$ cat config.mk
export PLATFORM = sky130hd
export DESIGN_NAME = sha1_multiround_flat
export DESIGN_NICKNAME = d
export VERILOG_FILES = /design/src/rtl/sha1_multiround_if.sv /design/src/rtl/sha1_multiround.sv /design/src/flat_wrapper.sv
export SDC_FILE = /design/constraint.sdc
export NUM_CORES = 2
export LEC_CHECK = 0
export CAP_MARGIN = 20
export CORE_ASPECT_RATIO = 0.6
export CORE_UTILIZATION = 28
export CTS_CLUSTER_SIZE = 10
export DETAILED_ROUTE_END_ITERATION = 8
export HOLD_SLACK_MARGIN = 0.05
export SYNTH_ARGS = -nofsm -noshare
export SYNTH_HDL_FRONTEND = slang
export SYNTH_SLANG_ARGS = --single-unit
$ cat constraint.sdc
create_clock -name clk -period 21.7 [get_ports clk]
set_clock_uncertainty 0.1 [all_clocks]
set_input_delay 4.34 -clock clk [delete_from_list [all_inputs] [get_ports clk]]
set_output_delay 4.34 -clock clk [all_outputs]
set_load 0.05 [all_outputs]
$ cat src/rtl/sha1_multiround_if.sv
// Register-bus bundle for sha1_multiround: chip select, write strobe, word
// address, write data and combinational read data.
interface sha1_multiround_if;
   logic        cs;
   logic        we;
   logic [7:0]  address;
   logic [31:0] write_data;
   logic [31:0] read_data;

   modport master (output cs, output we, output address, output write_data, input read_data);
   modport slave  (input cs, input we, input address, input write_data, output read_data);
endinterface

$ cat src/rtl/sha1_multiround.sv
// SHA-1 / SHA-0 compression core with a register bus, performing
// ROUNDS_PER_CYCLE chained rounds per clock over a sliding 16-word schedule.
module sha1_multiround #(
   parameter int ROUNDS_PER_CYCLE = 1
) (
   input  logic clk,
   input  logic reset,
   sha1_multiround_if.slave bus
);
   localparam int R = ROUNDS_PER_CYCLE;

   if (!(R == 1 || R == 2 || R == 4 || R == 5)) begin : g_bad_rounds
      $error("sha1_multiround: ROUNDS_PER_CYCLE must be 1, 2, 4 or 5");
   end

   typedef enum logic [1:0] {IDLE = 2'd0, ROUNDS = 2'd1, DONE = 2'd2} state_t;

   function automatic logic [31:0] f_sched(input logic sha0, input logic [31:0] x);
      return sha0 ? x : {x[30:0], x[31]};
   endfunction

   function automatic logic [31:0] f_func(input logic [1:0] sel, input logic [31:0] b,
                                          input logic [31:0] c, input logic [31:0] d);
      case (sel)
         2'd0:    return (b & c) | (~b & d);
         2'd2:    return (b & c) | (b & d) | (c & d);
         default: return b ^ c ^ d;
      endcase
   endfunction

   function automatic logic [31:0] f_k(input logic [1:0] sel);
      case (sel)
         2'd0:    return 32'h5a827999;
         2'd1:    return 32'h6ed9eba1;
         2'd2:    return 32'h8f1bbcdc;
         default: return 32'hca62c1d6;
      endcase
   endfunction

   state_t      r_state, w_next_state;
   logic [31:0] r_h [5];
   logic [31:0] r_v [5];
   logic [31:0] r_w [16];
   logic [6:0]  r_t;
   logic        r_mode, r_valid, r_wr_err;

   logic        w_wr, w_ctrl_wr, w_blk_wr, w_accept, w_last, w_err_set, w_err_clr;
   logic [1:0]  w_sel;
   logic [31:0] w_tmp;
   logic [31:0] w_ext [16+R];
   logic [31:0] w_v [R+1][5];
   logic [31:0] w_rdata;

   assign w_wr      = bus.cs && bus.we;
   assign w_ctrl_wr = w_wr && (bus.address == 8'h08);
   assign w_blk_wr  = w_wr && (bus.address[7:4] == 4'h1);
   assign w_accept  = w_ctrl_wr && (r_state == IDLE) && (bus.write_data[0] || bus.write_data[1]);
   assign w_err_set = (w_ctrl_wr || w_blk_wr) && (r_state != IDLE);
   assign w_err_clr = w_wr && (bus.address == 8'h09) && bus.write_data[2];
   assign w_last    = (r_t == 7'(80 - R));

   // Extend the schedule window by R words and chain R rounds off it
   always_comb begin
      w_tmp = 32'd0;
      if (r_t < 7'd20) begin
         w_sel = 2'd0;
      end else if (r_t < 7'd40) begin
         w_sel = 2'd1;
      end else if (r_t < 7'd60) begin
         w_sel = 2'd2;
      end else begin
         w_sel = 2'd3;
      end
      for (int j = 0; j < 16; j++) w_ext[j] = r_w[j];
      for (int i = 0; i < R; i++)
         w_ext[16+i] = f_sched(r_mode, w_ext[13+i] ^ w_ext[8+i] ^ w_ext[2+i] ^ w_ext[i]);
      for (int k = 0; k < 5; k++) w_v[0][k] = r_v[k];
      for (int i = 0; i < R; i++) begin
         w_tmp = {w_v[i][0][26:0], w_v[i][0][31:27]} + f_func(w_sel, w_v[i][1], w_v[i][2], w_v[i][3])
               + w_v[i][4] + f_k(w_sel) + w_ext[i];
         w_v[i+1][4] = w_v[i][3];
         w_v[i+1][3] = w_v[i][2];
         w_v[i+1][2] = {w_v[i][1][1:0], w_v[i][1][31:2]};
         w_v[i+1][1] = w_v[i][0];
         w_v[i+1][0] = w_tmp;
      end
   end

   // Next-state logic
   always_comb begin
      w_next_state = r_state;
      case (r_state)
         IDLE:    w_next_state = w_accept ? ROUNDS : IDLE;
         ROUNDS:  w_next_state = w_last ? DONE : ROUNDS;
         DONE:    w_next_state = IDLE;
         default: w_next_state = IDLE;
      endcase
   end

   // State register
   always_ff @(posedge clk) begin
      if (reset) r_state <= IDLE;
      else       r_state <= w_next_state;
   end

   // Hash state, schedule window, round counter and status flags
   always_ff @(posedge clk) begin
      if (reset) begin
         for (int k = 0; k < 5; k++) begin
            r_h[k] <= 32'd0;
            r_v[k] <= 32'd0;
         end
         r_t      <= 7'd0;
         r_mode   <= 1'b0;
         r_valid  <= 1'b0;
         r_wr_err <= 1'b0;
      end else begin
         if (w_err_set)      r_wr_err <= 1'b1;
         else if (w_err_clr) r_wr_err <= 1'b0;
         case (r_state)
            IDLE: begin
               if (w_blk_wr) r_w[bus.address[3:0]] <= bus.write_data;
               if (w_accept) begin
                  r_mode  <= bus.write_data[2];
                  r_valid <= 1'b0;
                  r_t     <= 7'd0;
                  if (bus.write_data[0]) begin
                     r_h[0] <= 32'h67452301; r_v[0] <= 32'h67452301;
                     r_h[1] <= 32'hefcdab89; r_v[1] <= 32'hefcdab89;
                     r_h[2] <= 32'h98badcfe; r_v[2] <= 32'h98badcfe;
                     r_h[3] <= 32'h10325476; r_v[3] <= 32'h10325476;
                     r_h[4] <= 32'hc3d2e1f0; r_v[4] <= 32'hc3d2e1f0;
                  end else begin
                     for (int k = 0; k < 5; k++) r_v[k] <= r_h[k];
                  end
               end
            end
            ROUNDS: begin
               for (int k = 0; k < 5; k++)  r_v[k] <= w_v[R][k];
               for (int j = 0; j < 16; j++) r_w[j] <= w_ext[j+R];
               r_t <= r_t + 7'(R);
            end
            DONE: begin
               for (int k = 0; k < 5; k++) r_h[k] <= r_h[k] + r_v[k];
               r_valid <= 1'b1;
            end
            default: ;
         endcase
      end
   end

   // Read mux; the digest stays hidden until it is valid
   always_comb begin
      w_rdata = 32'd0;
      case (bus.address)
         8'h09:   w_rdata = {29'd0, r_wr_err, r_valid, (r_state == IDLE)};
         8'h0A:   w_rdata = {24'd0, 8'(R)};
         8'h20:   w_rdata = r_valid ? r_h[0] : 32'd0;
         8'h21:   w_rdata = r_valid ? r_h[1] : 32'd0;
         8'h22:   w_rdata = r_valid ? r_h[2] : 32'd0;
         8'h23:   w_rdata = r_valid ? r_h[3] : 32'd0;
         8'h24:   w_rdata = r_valid ? r_h[4] : 32'd0;
         default: w_rdata = 32'd0;
      endcase
   end

   assign bus.read_data = w_rdata;
endmodule

$ cat src/flat_wrapper.sv
// flat-port wrapper written by rule: the top's interface ports become plain ports
module sha1_multiround_flat 
#(
   parameter int ROUNDS_PER_CYCLE = 1
)
  (clk, reset, bus_cs, bus_we, bus_address, bus_write_data, bus_read_data);
  sha1_multiround_if bus_i ();
  input  logic clk;
  input  logic reset;
  input wire logic [$bits(bus_i.cs)-1:0] bus_cs;
  input wire logic [$bits(bus_i.we)-1:0] bus_we;
  input wire logic [$bits(bus_i.address)-1:0] bus_address;
  input wire logic [$bits(bus_i.write_data)-1:0] bus_write_data;
  output wire logic [$bits(bus_i.read_data)-1:0] bus_read_data;
  assign bus_i.cs = bus_cs;
  assign bus_i.we = bus_we;
  assign bus_i.address = bus_address;
  assign bus_i.write_data = bus_write_data;
  assign bus_read_data = bus_i.read_data;
  sha1_multiround #(.ROUNDS_PER_CYCLE(ROUNDS_PER_CYCLE)) u_core (.clk(clk), .reset(reset), .bus(bus_i));
endmodule
# Word-level counts from Yosys, hierarchy flattened
# Memory sizes are Yosys's and may differ from the RTL's.
# Cells that the tools add are included.
[totals]
regBits = 12
ramBits = 832
in_bits = 44
out_inout_bits = 32
wordCells = 165
mem_count = 3
[classes]
add_sub_neg = 10
n_lt_le_gt_ge = 3
eq_ne = 15
mux = 71
n_bitwise = 38
reduce_logical = 20
[mem_list]
columns = ["name", "depth", "width", "rd", "rd_ports_with_merged_regs", "write_ports", "line_no", "source"]
rows = [
  ["u_core.r_w", 16, 32, 16, 0, 16, "sha1_multiround.sv:43", "logic [31:0] r_w [16];"],
  ["u_core.r_h", 5, 32, 5, 0, 5, "sha1_multiround.sv:41", "logic [31:0] r_h [5];"],
  ["u_core.r_v", 5, 32, 5, 0, 5, "sha1_multiround.sv:42", "logic [31:0] r_v [5];"],
]
[op_table]
columns = ["cell", "count"]
rows = [
  ["$mux W32", 32],
  ["$add A32 B32 Y32", 9],
  ["$pmux W32 S7", 1],
  ["$xor A32 B32 Y32", 5],
  ["$and A32 B32 Y32", 4],
  ["$or A32 B32 Y32", 3],
  ["$pmux W32 S3", 1],
  ["$pmux W32 S2", 1],
  ["$eq A8 B6 Y1 const B", 5],
  ["$not A32 Y32", 1],
  ["$reduce_or A32 Y1", 1],
  ["$mux W1", 28],
  ["$or A1 B1 Y1", 25],
  ["$eq A8 B4 Y1 const B", 3],
  ["$lt A7 B6 Y1 const B", 2],
  ["$pmux W7 S2", 1],
  ["$logic_and A1 B1 Y1", 8],
  ["$reduce_bool A2 Y1", 4],
  ["$add A7 B1 Y7 const B", 1],
  ["$eq A7 B7 Y1 const B", 1],
  ["$lt A7 B5 Y1 const B", 1],
  ["$mux W7", 1],
  ["$mux W2", 3],
  ["$reduce_and A2 Y1", 3],
  ["9 further kinds", 13],
]

# Logic depth before layout (Yosys ltp)
[logic_depth]
ltp_word = 11
ltp_mapped = 30
mapped_depth_nobuf = 28

# Worst setup path after synthesis
# Ideal clock, no wire load.
[synth_timing]
kind = "input to register"
startpoint = "input port bus_address[2]"
endpoint = "memory u_core.r_h[0][0] (enable)"
setup_ps = 713
arrival_time_ps = 12425
t_required_ps = 20887
setup_slack_ps = 8462
stages = 6
n_path_buf = 0
cell_sequence = "nand2b_1 nor2_1 nand2_1 nor2_1 a21oi_1 o21bai_1"
[synth_rtl]
columns = ["item", "line_no", "source"]
rows = [
  ["start: declaration", "flat_wrapper.sv:12", "input wire logic [$bits(bus_i.address)-1:0] bus_address;"],
  ["end: declaration", "sha1_multiround.sv:41", ""],
]

# Final worst setup path
[layout_timing]
startpoint = "input port bus_address[4]"
endpoint = "output port bus_read_data[1]"
[layout_via]
elab_chain_len = 2
word_cells_on_any_way = 8
cone_classes = "eq/ne: 7; mux: 1"
[layout_rtl]
columns = ["item", "line_no", "source"]
rows = [
  ["$eq A8 B6 Y1 / $eq A8 B4 Y1 (equally long branches)", "sha1_multiround.sv:155", "case (bus.address)"],
  ["$pmux W32 S7 (*)", "sha1_multiround.sv:155", ""],
  ["end: declaration", "flat_wrapper.sv:14", "output wire logic [$bits(bus_i.read_data)-1:0] bus_read_data;"],
]
# Mark *: on every way between the ends. The rest lies on a longest branch, timed or not.

==> impl_summary.log <==
INFO  metric postPlaceCellArea = 0.0518 mm²
INFO  metric drt-initial-drc-count = 3901
INFO  metric cell_internal_pwr = 2.83 mW
INFO  metric p_sw_share = 25.9%
INFO  metric crit_type = primary input to primary output
INFO  metric min_from = u_core.r_mode$_SDFFE_PP0P_
INFO  metric synth_seq_area_share = 52.0%
INFO  metric synth_ff_type = sky130_fd_sc_hd__edfxtp_1
INFO  metric core_area = 0.171 mm²
INFO  metric crit_path_cell_chain = clkdlybuf4s50_1 > nor3_1 > nand2_1 > or2_2 > o21ai_0 > o21ai_4 > buf_4 > a21oi_1 > clkdlybuf4s50_1
INFO  metric min_to = u_core.r_mode$_SDFFE_PP0P_
INFO  metric post_synth_num_cell_types = 95
INFO  metric ys_warn_count = 0
INFO  metric io_pins = 76
INFO  metric setup_viol_count_final = 0
INFO  metric cts_buffer_depth = 3
INFO  metric floorplan.rows = 117
INFO  metric critical_path.slowest_cell = sky130_fd_sc_hd__clkdlybuf4s50_1
INFO  metric cts_tree = yes
INFO  metric synth_area_per_cell = 11.6 µm²
INFO  metric powerDensity = 70.1 mW/mm²
INFO  metric total_switching_power = 0.991 mW
INFO  metric data_arrival_at_the_endpoint_of_the_critical_path = 8.64 ns
INFO  metric synth_compound_area_share = 20.4%
INFO  metric end_kind = primary output
INFO  metric start_util = 28.4%
INFO  metric layout-drive-gt1-share = 7.10%
INFO  metric min_period_over_period = 60.3%
INFO  metric combPwrFrac = 12.0%
INFO  metric worst_ep_required_time = 17.26 ns
INFO  metric syn-num-nets = 4548
INFO  metric path_max_fanout = 29
INFO  metric max_slew.worst_pin.slew = 1.20 ns
INFO  metric total_routing_usage_reported_by_global_routing = 17.1%
INFO  metric synth_async_sr_flop_share = 0%
INFO  metric cp_common_cell = sky130_fd_sc_hd__clkdlybuf4s50_1
INFO  metric dieArea = 0.175 mm²
INFO  metric finalSetupTns = 0 ns
INFO  metric detail_route.first_pass.iterations = 5
INFO  metric grt_remaining_overflow = 0
INFO  metric finished_layout_cells = 6462
INFO  metric route.detailed.drc = 0
INFO  metric power.total = 3.82 mW
INFO  metric seq_power_share = 48.5%
INFO  metric critical_path.reg2reg.startpoint = u_core.r_t[5]$_SDFFE_PP0P_
INFO  metric post_synth_fa_ha_maj_area_fraction = 10.3%
INFO  metric number_of_buffers_created_by_cts = 95
INFO  metric timing.fmax = 0.0765 GHz
INFO  metric place.detailed.instances = 6318
INFO  metric placement.io_buffers = 75
INFO  metric worst_setup_path_start_kind = primary input
INFO  metric layout.nets = 4523
INFO  metric cts_resized = 0
INFO  metric postSynthRegisterBits = 844
INFO  metric maximum_number_of_pins_on_one_net_before_global_route_repair = 143
INFO  metric clk_pin_slew = 0.06 ns
INFO  metric finalHoldViolCount = 0
INFO  metric synth_edf_count = 832
INFO  metric hold_depth = 2
INFO  metric detail_route.vias_per_cell = 5.28
INFO  metric synth_xor_area_share = 4.75%
INFO  metric synth_top_family_by_area = compound AO/OA/AOI/OAI gates
INFO  metric final.min_clock_period = 13.08 ns
INFO  metric leakage = 21.9 nW
INFO  metric first_global_vias = 32264
INFO  metric critical-path-max-stage-delay = 0.90 ns
INFO  metric timing.hold.worst.class = register to register
INFO  metric antenna_found_initial = 9
INFO  metric maximum_vdd_drop = 0.0650 mV
INFO  metric status = finished, final reports clean
INFO  metric clock_latency = 0.72 ns
INFO  metric vias = 34127
INFO  metric detail-route-antenna-nets = 0
INFO  metric reg2reg_setup_slack = 12.10 ns
INFO  metric cts_hold_buffers = 0
INFO  metric syn-instance-count = 4181
INFO  metric synthSimpleGateAreaFrac = 6.70%
INFO  metric synthMuxAreaShare = 1.50%
INFO  metric worst_r2r_path_depth = 28
INFO  metric slew_violations = 0
INFO  metric die_h = 324 µm
INFO  metric die_width = 539 µm
INFO  metric layout-area-overhead-vs-synth = 12.5%
INFO  metric cts_setup_buffers = 0
INFO  metric postRouteWirelength = 154000 µm
INFO  metric final_util = 31.9%
INFO  metric finalWeightedCongestion = 0.933
INFO  metric maxSlewHeadroom = 20.2%
INFO  metric clock_tree.root_cell = sky130_fd_sc_hd__clkbuf_16
INFO  metric max-cap-violations = 0
INFO  metric grt_pass1_wl = 223000 µm
INFO  metric rsz_0062_raised_after_global_routing = false
INFO  metric route.detailed.wl_per_inst = 23.9 µm
INFO  metric clock_power_share = 39.5%
INFO  metric place.detailed.hpwl = 104000 µm
INFO  metric clock_sinks = 844
INFO  metric total_number_of_h_tree_levels = 3
INFO  metric final_cell_area = 0.0545 mm²
INFO  metric worst_r2r_endpoint = u_core.r_v[0][28]$_DFFE_PP_
INFO  metric synthesis.area = 0.0485 mm²
-- area by class of cell --
class	instances	area, µm²
Fill cell	17126	116000
Multi-Input combinational cell	2784	21500
Clock inverter	6	82.6
Tap cell	2261	2830
Inverter	306	1150
Sequential cell	844	25200
Timing Repair Buffer	125	1150
Clock buffer	134	2620
Antenna cell	2	5.00
-- worst max-delay path by stage --
stage | from | endpoint | cells after the start
after floorplan | bus_address[2] | u_core.r_h[0][0]$_DFFE_PP_ | 6
after CTS | bus_address[4] | bus_read_data[1] | 9
after detailed placement | bus_address[4] | bus_read_data[1] | 9
after global placement | bus_address[4] | bus_read_data[1] | 9
after global routing | bus_address[7] | bus_read_data[30] | 9
final | bus_address[4] | bus_read_data[1] | 9
-- power groups by stage --
stage                     clock network (mW)  registers [mW]  logic [mW]
after floorplan                            0            1.87       0.331
after global placement                     0            1.89       0.439
after detailed placement                   0            1.89       0.446
after CTS                               1.53            1.85       0.450
after global routing                    1.59            1.85       0.504
final                                   1.51            1.85       0.460
-- flip-flops by register name (all words and copies together) (netlist names) --
register and count:
u_core.r_wr_err 1, u_core.r_t 7, u_core.r_w 512, u_core.r_state 2
u_core.r_valid 1, u_core.r_mode 1, u_core.r_h 160, u_core.r_v 160
-- cells by family after synthesis --
| family | count (synthesis) |
|---|---|
| multiplexers | 65 |
| adder cells (fa/ha/maj) | 324 |
| buffers and inverters | 553 |
| XOR/XNOR | 263 |
| AND/OR/NAND/NOR | 690 |
| AO/OA/AOI/OAI | 1442 |
| flip-flops | 844 |
-- through the flow --
step	setup slack [ns]	hold slack (ns)
2_1_floorplan	8.46	0.345
3_3_place_gp	8.60	0.343
3_5_place_dp	8.65	0.346
4_1_cts	8.66	0.354
5_1_grt	8.58	0.389
6_report	8.62	0.352
-- Yosys cell counts (all sizes together), types with 20 or more instances --
cell type / count / share of area, %
edfxtp: 832 / 52
a21o: 577 / 8.9
inv: 305 / 2.4
o21ai: 290 / 3.0
a21oi: 242 / 2.5
clkbuf: 236 / 1.8
nand2: 213 / 1.6
nor2: 202 / 1.6
ha: 198 / 5.1
xnor2: 188 / 3.4
fa: 125 / 5.2
xor2: 75 / 1.4
nand2b: 58 / 0.75
nand3: 42 / 0.43
and2: 40 / 0.52
a31o: 35 / 0.63
a221o: 34 / 0.70
mux2: 33 / 0.77
a22oi: 31 / 0.48
mux2i: 29 / 0.60
a221oi: 28 / 0.52
nor2b: 28 / 0.38
nor3: 28 / 0.30
o21bai: 28 / 0.43
a22o: 27 / 0.49
and3: 26 / 0.35
o22ai: 26 / 0.34
a31oi: 20 / 0.32
-- cells in the final DEF, fill, tap and decap left out, types with 57 or more instances in the layout --
cell type and count:
sky130_fd_sc_hd__nand2_1 211, sky130_fd_sc_hd__inv_1 304, sky130_fd_sc_hd__xor2_1 75, sky130_fd_sc_hd__clkdlybuf4s50_1 73, sky130_fd_sc_hd__clkbuf_16 99, sky130_fd_sc_hd__ha_1 198
sky130_fd_sc_hd__a21o_1 577, sky130_fd_sc_hd__fa_1 125, sky130_fd_sc_hd__nor2_1 200, sky130_fd_sc_hd__a21oi_1 238, sky130_fd_sc_hd__xnor2_1 188, sky130_fd_sc_hd__nand2b_1 57
sky130_fd_sc_hd__o21ai_0 221, sky130_fd_sc_hd__edfxtp_1 832
-- routing by layer --
metal	GRT usage, %	wire length [µm]
met1	25.5	71700
met2	23.2	61000
met3	6.31	18200
met4	3.87	3170
met5	0	35
-- worst max-delay path, delay by kind of cell --
family,cells,cell delay (ns)
compound gates,3,0.94
buf+inv,3,1.66
simple gates,3,1.68
(Power assumes the default switching activity.)
